**src/rtl/pwm_decoder_wb_if.sv**
```systemverilog
// Wishbone B4 classic signal bundle for the PWM decoder register port.
interface pwm_decoder_wb_if;
  logic [31:0] wb_adr_i;
  logic [31:0] wb_dat_i;
  logic [31:0] wb_dat_o;
  logic        wb_we_i;
  logic [3:0]  wb_sel_i;
  logic        wb_stb_i;
  logic        wb_ack_o;
  logic        wb_err_o;
  logic        wb_rty_o;
  logic        wb_cyc_i;

  modport slave (
    input  wb_adr_i, wb_dat_i, wb_we_i, wb_sel_i, wb_stb_i, wb_cyc_i,
    output wb_dat_o, wb_ack_o, wb_err_o, wb_rty_o
  );

  modport master (
    output wb_adr_i, wb_dat_i, wb_we_i, wb_sel_i, wb_stb_i, wb_cyc_i,
    input  wb_dat_o, wb_ack_o, wb_err_o, wb_rty_o
  );
endinterface

```
**src/rtl/pwm_decoder_wb.sv**
```systemverilog
// Read-only Wishbone slave measuring the high time of six RC PWM inputs in
// microseconds. Each channel is synchronized, edge-detected and timed
// against a 1 us tick; stale or stuck channels are reported invalid.
module pwm_decoder_wb #(
  parameter int clockFreq  = 100000000,
  parameter int TIMEOUT_US = 25000
) (
  input  logic                    i_clk,
  input  logic                    i_rstn,
  pwm_decoder_wb_if.slave         wb,
  input  logic                    i_pwm_0,
  input  logic                    i_pwm_1,
  input  logic                    i_pwm_2,
  input  logic                    i_pwm_3,
  input  logic                    i_pwm_4,
  input  logic                    i_pwm_5
);

  localparam int          DIV    = clockFreq / 1000000;
  localparam logic [31:0] DIV_M1 = 32'(DIV - 1);
  // Idle counter only needs to reach the timeout, then it parks there.
  localparam int          IW     = $clog2(TIMEOUT_US + 1);
  localparam logic [IW-1:0] IDLE_MAX = IW'(TIMEOUT_US);
  localparam logic [31:0] TO_W   = 32'(TIMEOUT_US);

  logic [31:0]   presc_r;
  logic          tick_s;
  logic [5:0]    pwm_s;
  logic [5:0]    sync1_r, sync2_r, sync3_r;
  logic [5:0]    rise_s, fall_s, cap_s, timeout_s, clr_s;
  logic [15:0]   high_cnt_r [6];
  logic [IW-1:0] idle_cnt_r [6];
  logic [15:0]   width_r    [6];
  logic [5:0]    valid_r, new_r;
  logic          req_s, rd_s, ack_r;
  logic [2:0]    word_s;
  logic [31:0]   rdata_s, dat_r;
  logic          unused_s;

  assign pwm_s  = {i_pwm_5, i_pwm_4, i_pwm_3, i_pwm_2, i_pwm_1, i_pwm_0};
  assign tick_s = (presc_r >= DIV_M1);

  // Data, byte selects and upper/lower address bits play no part in decoding.
  assign unused_s = ^{wb.wb_dat_i, wb.wb_sel_i, wb.wb_adr_i[31:5], wb.wb_adr_i[1:0]};

  // Free-running prescaler producing the 1 us tick on wrap.
  always_ff @(posedge i_clk or negedge i_rstn) begin
    if (!i_rstn) begin
      presc_r <= 32'd0;
    end else if (presc_r >= DIV_M1) begin
      presc_r <= 32'd0;
    end else begin
      presc_r <= presc_r + 32'd1;
    end
  end

  // Edge detection on the 2nd/3rd flops; a same-cycle rise and fall never captures.
  always_comb begin
    rise_s = sync2_r & ~sync3_r;
    fall_s = ~sync2_r & sync3_r;
    cap_s  = fall_s & ~rise_s;
    for (int n = 0; n < 6; n++) begin
      timeout_s[n] = (32'(high_cnt_r[n]) >= TO_W) || (32'(idle_cnt_r[n]) >= TO_W);
    end
  end

  assign req_s  = wb.wb_cyc_i & wb.wb_stb_i & ~ack_r;
  assign rd_s   = req_s & ~wb.wb_we_i;
  assign word_s = wb.wb_adr_i[4:2];

  // Accepted reads of a channel register clear that channel's new flag.
  always_comb begin
    clr_s = 6'd0;
    if (rd_s && (word_s < 3'd6)) begin
      clr_s[word_s] = 1'b1;
    end else begin
      clr_s = 6'd0;
    end
  end

  // Per-channel synchronizers, high/idle counters, captured width and flags.
  always_ff @(posedge i_clk or negedge i_rstn) begin
    if (!i_rstn) begin
      sync1_r <= 6'd0;
      sync2_r <= 6'd0;
      sync3_r <= 6'd0;
      valid_r <= 6'd0;
      new_r   <= 6'd0;
      for (int n = 0; n < 6; n++) begin
        high_cnt_r[n] <= 16'd0;
        idle_cnt_r[n] <= '0;
        width_r[n]    <= 16'd0;
      end
    end else begin
      sync1_r <= pwm_s;
      sync2_r <= sync1_r;
      sync3_r <= sync2_r;
      for (int n = 0; n < 6; n++) begin
        if (rise_s[n]) begin
          high_cnt_r[n] <= 16'd0;
        end else if (tick_s && sync2_r[n] && (high_cnt_r[n] != 16'hFFFF)) begin
          high_cnt_r[n] <= high_cnt_r[n] + 16'd1;
        end

        if (fall_s[n]) begin
          idle_cnt_r[n] <= '0;
        end else if (tick_s && (idle_cnt_r[n] != IDLE_MAX)) begin
          idle_cnt_r[n] <= idle_cnt_r[n] + 1'b1;
        end

        if (cap_s[n]) begin
          width_r[n] <= high_cnt_r[n];
          valid_r[n] <= 1'b1;
        end else if (timeout_s[n]) begin
          width_r[n] <= 16'd0;
          valid_r[n] <= 1'b0;
        end

        // A capture in the same cycle as a read-clear keeps the flag set.
        if (cap_s[n]) begin
          new_r[n] <= 1'b1;
        end else if (clr_s[n]) begin
          new_r[n] <= 1'b0;
        end
      end
    end
  end

  // Register read multiplexer.
  always_comb begin
    rdata_s = 32'd0;
    case (word_s)
      3'd0, 3'd1, 3'd2, 3'd3, 3'd4, 3'd5:
        rdata_s = {valid_r[word_s], 15'd0, width_r[word_s]};
      3'd6:
        rdata_s = {18'd0, new_r, 2'd0, valid_r};
      default:
        rdata_s = 32'd0;
    endcase
  end

  // Single-cycle ack with registered read data; data holds between acks.
  always_ff @(posedge i_clk or negedge i_rstn) begin
    if (!i_rstn) begin
      ack_r <= 1'b0;
      dat_r <= 32'd0;
    end else begin
      ack_r <= req_s;
      if (req_s) begin
        dat_r <= rdata_s;
      end
    end
  end

  assign wb.wb_ack_o = ack_r;
  assign wb.wb_dat_o = dat_r;
  assign wb.wb_err_o = 1'b0;
  assign wb.wb_rty_o = 1'b0;

endmodule

```
**src/flat_wrapper.sv**
```systemverilog
// flat-port wrapper written by rule: the top's interface ports become plain ports
module pwm_decoder_wb_flat 
#(
  parameter int clockFreq  = 100000000,
  parameter int TIMEOUT_US = 25000
)
  (i_clk, i_rstn, i_pwm_0, i_pwm_1, i_pwm_2, i_pwm_3, i_pwm_4, i_pwm_5, wb_wb_adr_i, wb_wb_dat_i, wb_wb_we_i, wb_wb_sel_i, wb_wb_stb_i, wb_wb_cyc_i, wb_wb_dat_o, wb_wb_ack_o, wb_wb_err_o, wb_wb_rty_o);
  pwm_decoder_wb_if wb_i ();
  input  logic i_clk;
  input  logic i_rstn;
  input  logic i_pwm_0;
  input  logic i_pwm_1;
  input  logic i_pwm_2;
  input  logic i_pwm_3;
  input  logic i_pwm_4;
  input  logic i_pwm_5;
  input wire logic [$bits(wb_i.wb_adr_i)-1:0] wb_wb_adr_i;
  input wire logic [$bits(wb_i.wb_dat_i)-1:0] wb_wb_dat_i;
  input wire logic [$bits(wb_i.wb_we_i)-1:0] wb_wb_we_i;
  input wire logic [$bits(wb_i.wb_sel_i)-1:0] wb_wb_sel_i;
  input wire logic [$bits(wb_i.wb_stb_i)-1:0] wb_wb_stb_i;
  input wire logic [$bits(wb_i.wb_cyc_i)-1:0] wb_wb_cyc_i;
  output wire logic [$bits(wb_i.wb_dat_o)-1:0] wb_wb_dat_o;
  output wire logic [$bits(wb_i.wb_ack_o)-1:0] wb_wb_ack_o;
  output wire logic [$bits(wb_i.wb_err_o)-1:0] wb_wb_err_o;
  output wire logic [$bits(wb_i.wb_rty_o)-1:0] wb_wb_rty_o;
  assign wb_i.wb_adr_i = wb_wb_adr_i;
  assign wb_i.wb_dat_i = wb_wb_dat_i;
  assign wb_i.wb_we_i = wb_wb_we_i;
  assign wb_i.wb_sel_i = wb_wb_sel_i;
  assign wb_i.wb_stb_i = wb_wb_stb_i;
  assign wb_i.wb_cyc_i = wb_wb_cyc_i;
  assign wb_wb_dat_o = wb_i.wb_dat_o;
  assign wb_wb_ack_o = wb_i.wb_ack_o;
  assign wb_wb_err_o = wb_i.wb_err_o;
  assign wb_wb_rty_o = wb_i.wb_rty_o;
  pwm_decoder_wb #(.clockFreq(clockFreq), .TIMEOUT_US(TIMEOUT_US)) u_core (.i_clk(i_clk), .i_rstn(i_rstn), .wb(wb_i), .i_pwm_0(i_pwm_0), .i_pwm_1(i_pwm_1), .i_pwm_2(i_pwm_2), .i_pwm_3(i_pwm_3), .i_pwm_4(i_pwm_4), .i_pwm_5(i_pwm_5));
endmodule
```
**config.mk**
```make
export PLATFORM = sky130hd
export DESIGN_NAME = pwm_decoder_wb_flat
export DESIGN_NICKNAME = d
export VERILOG_FILES = /design/src/rtl/pwm_decoder_wb_if.sv /design/src/rtl/pwm_decoder_wb.sv /design/src/flat_wrapper.sv
export SDC_FILE = /design/constraint.sdc
export NUM_CORES = 1
export LEC_CHECK = 0
export BUFFER_PORTS_ARGS = -buffer_cell sky130_fd_sc_hd__buf_2
export CORE_UTILIZATION = 35
export DETAILED_ROUTE_END_ITERATION = 10
export PLACE_DENSITY = 0.58
export SKIP_CTS_REPAIR_TIMING = 1
export SLEW_MARGIN = 30
export SYNTH_ARGS = -nofsm -noshare
export SYNTH_HDL_FRONTEND = slang
export SYNTH_SLANG_ARGS = --single-unit
```
**constraint.sdc**
```tcl
create_clock -name i_clk -period 2.3 [get_ports i_clk]
set_clock_uncertainty 0.05 [all_clocks]
set_input_delay 0.23 -clock i_clk [delete_from_list [all_inputs] [get_ports i_clk]]
set_output_delay 0.23 -clock i_clk [all_outputs]
set_load 0.03 [all_outputs]
```
==> metrics.cfg <==
[clocking]
htreeDepth = 2
cts.clk_slew.worst_paths_ns = 0.06
clock_path_buffers = 3
cts_tree = done
cts-root-buf = clkbuf_16
cts.sink_count = 362
cts_buffers = 40
clkLatencyLatePin_ns = 0.57

[sta]
rsz0062_at_grt = true
max_slew_margin_pct = 43.9
max_freq_mhz = 445
worst_slack_ns = 0.0517
slew_violations = 0
holdWs_ns = 0.0430
timing.setup.tns_ns = 0
setup_viol = 0
finalCriticalPeriod_ns = 2.25
worst_pin_slew_ns = 0.839
timing_hold_violations_final = 0
fin_crit_sh_pct = 97.8

[synth]
yosysTopAreaCellShare_pct = 50.0
yosysMostFrequentCell = dfrtp_1
ys_seq_area_share_pct = 50.0
synth_seq_cells = 362
ys_types = 85
ys_top_cells_by_area = dfrtp_1, a22o_1, a21oi_1
yosysWarningCount = 0
synthArstFlopShare_pct = 100
yosys.area.top_type = dfrtp_1
syn_area_um2 = 18100
synth_edf_count = 0
ys.flop_type = dfrtp_1
yosys-top-cells-count = dfrtp_1, a21oi_1, nand2_1
syn_avg_cell_area_um2 = 10.1
syn_inst = 1799

[placed_design]
finalWeightedCongestion = 0.912
preCtsSetupSlack_ns = -0.107
placed_cell_area_um2 = 19600
place_hpwl_mm = 32.2
portBuffers = 31

[routing]
drtIter0Drc = 1249
wl_met1_mm = 22.7
dr.max_layer_used = met4
drt-vias-per-instance = 5.73
wl_mm = 48.5
drt-wirelength-per-cell_um = 18.4
ant_nets = 0
post-route-drc-count = 1
vias = 15072
wl_met2_mm = 22.8
dr.pass1.iters = 8
met3_length_mm = 1.90

[global_route]
grt-ovfl-total = 0
grt_pass1_wl_mm = 77.6
grt_pass1_vias = 14198
grtUsageTotal_pct = 17.9
antenna_found_initial = 0
grt_start_max_net_pins = 63

[floorplan]
rows = 83
die_y_um = 230
dieWidth_um = 230
core_um2 = 51200
start_util_pct = 35.4
pin_count = 114
dieArea_um2 = 52700

[finish]
fin_nets = 2023
diodes = 0
area_growth_pct = 20.4
drive_above_1_share_pct = 17.4
final_util_pct = 42.6
multi_input_area_um2 = 8690
seq_area_um2 = 9060
num-fill-cells = 4842
final_area_um2 = 21800

[setup_path]
crit_start = u_core.presc_r[1]
reg2reg_to = u_core.high_cnt_r[37]
reg2reg_depth = 10
crit_required_ns = 2.74
endpoint = u_core.high_cnt_r[37]
critPathLaunchType = flip-flop
criticalPathCategory = reg -> reg
critPathMaxFanout = 7
critical_path_arrival_ns = 2.69
end_kind = flip-flop
rrSetupSlack_ns = 0.05
r2r_start = u_core.presc_r[1]

[worst_hold_path]
hold_class = in -> reg
holdPathStages = 4
hp-start = wb_wb_adr_i[2]

[power]
p_per_area_nw_per_um2 = 730
peakVddDrop_v = 0.000493
p_leak_nw = 9.19

[outcome]
failed_checks = DRC
outcome = finished with violations

[flow_run]
maxCapViolCount = 0

-- metrics by stage --
stage               power [W]  cells
floorplan             0.00796   1840
global placement      0.00850   2533
global route           0.0166   2630
detailed placement    0.00855   2533
CTS                    0.0161   2606
finish                 0.0159   2630
-- cells by family (layout without fill, tap and decap cells) --
| logic type | after synthesis | after routing | share of synthesized area, % |
|---|---|---|---|
| muxes | 10 | 10 | 0.559 |
| adders and majority gates | 25 | 25 | 1.73 |
| xor gates and xnor gates | 5 | 5 | 0.242 |
| buffers and inverters | 174 | 284 | 4.71 |
| and+or+nand+nor | 640 | 640 | 20.9 |
| AOI/OAI and AO/OA | 582 | 582 | 21.9 |
| other | 1 | 42 | 0.0207 |
| DFF | 362 | 362 | 50.0 |
-- flip-flops by register name, indices dropped and copies added, names as in the netlist --
register,flops
u_core.new_r,6
u_core.valid_r,6
u_core.sync3_r,6
u_core.wb.wb_ack_o,1
u_core.sync1_r,6
u_core.sync2_r,6
u_core.width_r,96
u_core.wb.wb_dat_o,17
u_core.idle_cnt_r,90
u_core.high_cnt_r,96
u_core.presc_r,32
-- how the worst min path moves through the flow --
stage                     slack (ns)                     to
after global routing            0.06        u_core.new_r[1]
after floorplan                -0.12   u_core.high_cnt_r[0]
after CTS                      -0.44  u_core.idle_cnt_r[86]
after global placement          0.17  u_core.idle_cnt_r[86]
final                           0.04        u_core.new_r[1]
after detailed placement        0.16  u_core.idle_cnt_r[86]
-- cells in the final DEF, fill, tap and decap left out, types with 12 or more instances in the layout --
| cell type | netlist | layout |
|---|---|---|
| conb_1 | 1 | 42 |
| and3_1 | 33 | 33 |
| o21ai_0 | 86 | 84 |
| o21ai_1 | 10 | 12 |
| a21oi_2 | 1 | 36 |
| a22o_1 | 95 | 95 |
| o21a_1 | 23 | 23 |
| and2_1 | 22 | 22 |
| a21oi_1 | 158 | 123 |
| or4_1 | 75 | 43 |
| dfrtp_1 | 362 | 362 |
| a22oi_1 | 45 | 45 |
| or4_4 | 1 | 33 |
| nand2b_1 | 23 | 23 |
| or3_1 | 55 | 54 |
| inv_1 | 48 | 48 |
| nor4_1 | 27 | 25 |
| o31ai_1 | 67 | 67 |
| nand2_1 | 128 | 128 |
| a221o_1 | 12 | 12 |
| and4_1 | 15 | 15 |
| nand3_1 | 83 | 83 |
| nor2_1 | 47 | 47 |
| buf_2 | 20 | 30 |
| buf_12 | 0 | 15 |
| buf_4 | 23 | 95 |
| clkbuf_16 | 0 | 46 |
| a31oi_1 | 19 | 19 |
| ha_1 | 25 | 24 |
| nand4_1 | 50 | 50 |
-- layout make-up --
cell class                 count  area share (%)
timing repair buffer         163            6.83
tap                          680            3.90
inverter                      48           0.826
clock inverter                17            1.57
sequential                   362            41.5
multi-input combinational   1304            39.8
clock buffer                  56            5.56
-- critical path, stage by stage, from the launching register on --
cell      delay (ns)
dfrtp_1         0.37
ha_2            0.22
nor4_4          0.04
o211ai_2        0.20
buf_6           0.14
nor3_4          0.05
buf_12          0.14
buf_12          0.15
buf_12          0.15
or4_4           0.52
a21oi_2         0.13
-- power by group --
group          internal, W  total (W)  switching [W]
Clock              0.00471    0.00747        0.00276
Sequential         0.00670    0.00707       0.000376
Combinational     0.000528    0.00140       0.000868
Total               0.0119     0.0159        0.00400
-- metal layers --
metal	global-route usage [%]	vias up
met5	0	-
met1	25.5	7567
li1	-	7112
met2	28.1	321
met4	5.83	0
met3	2.44	72
(Power assumes the default switching activity.)
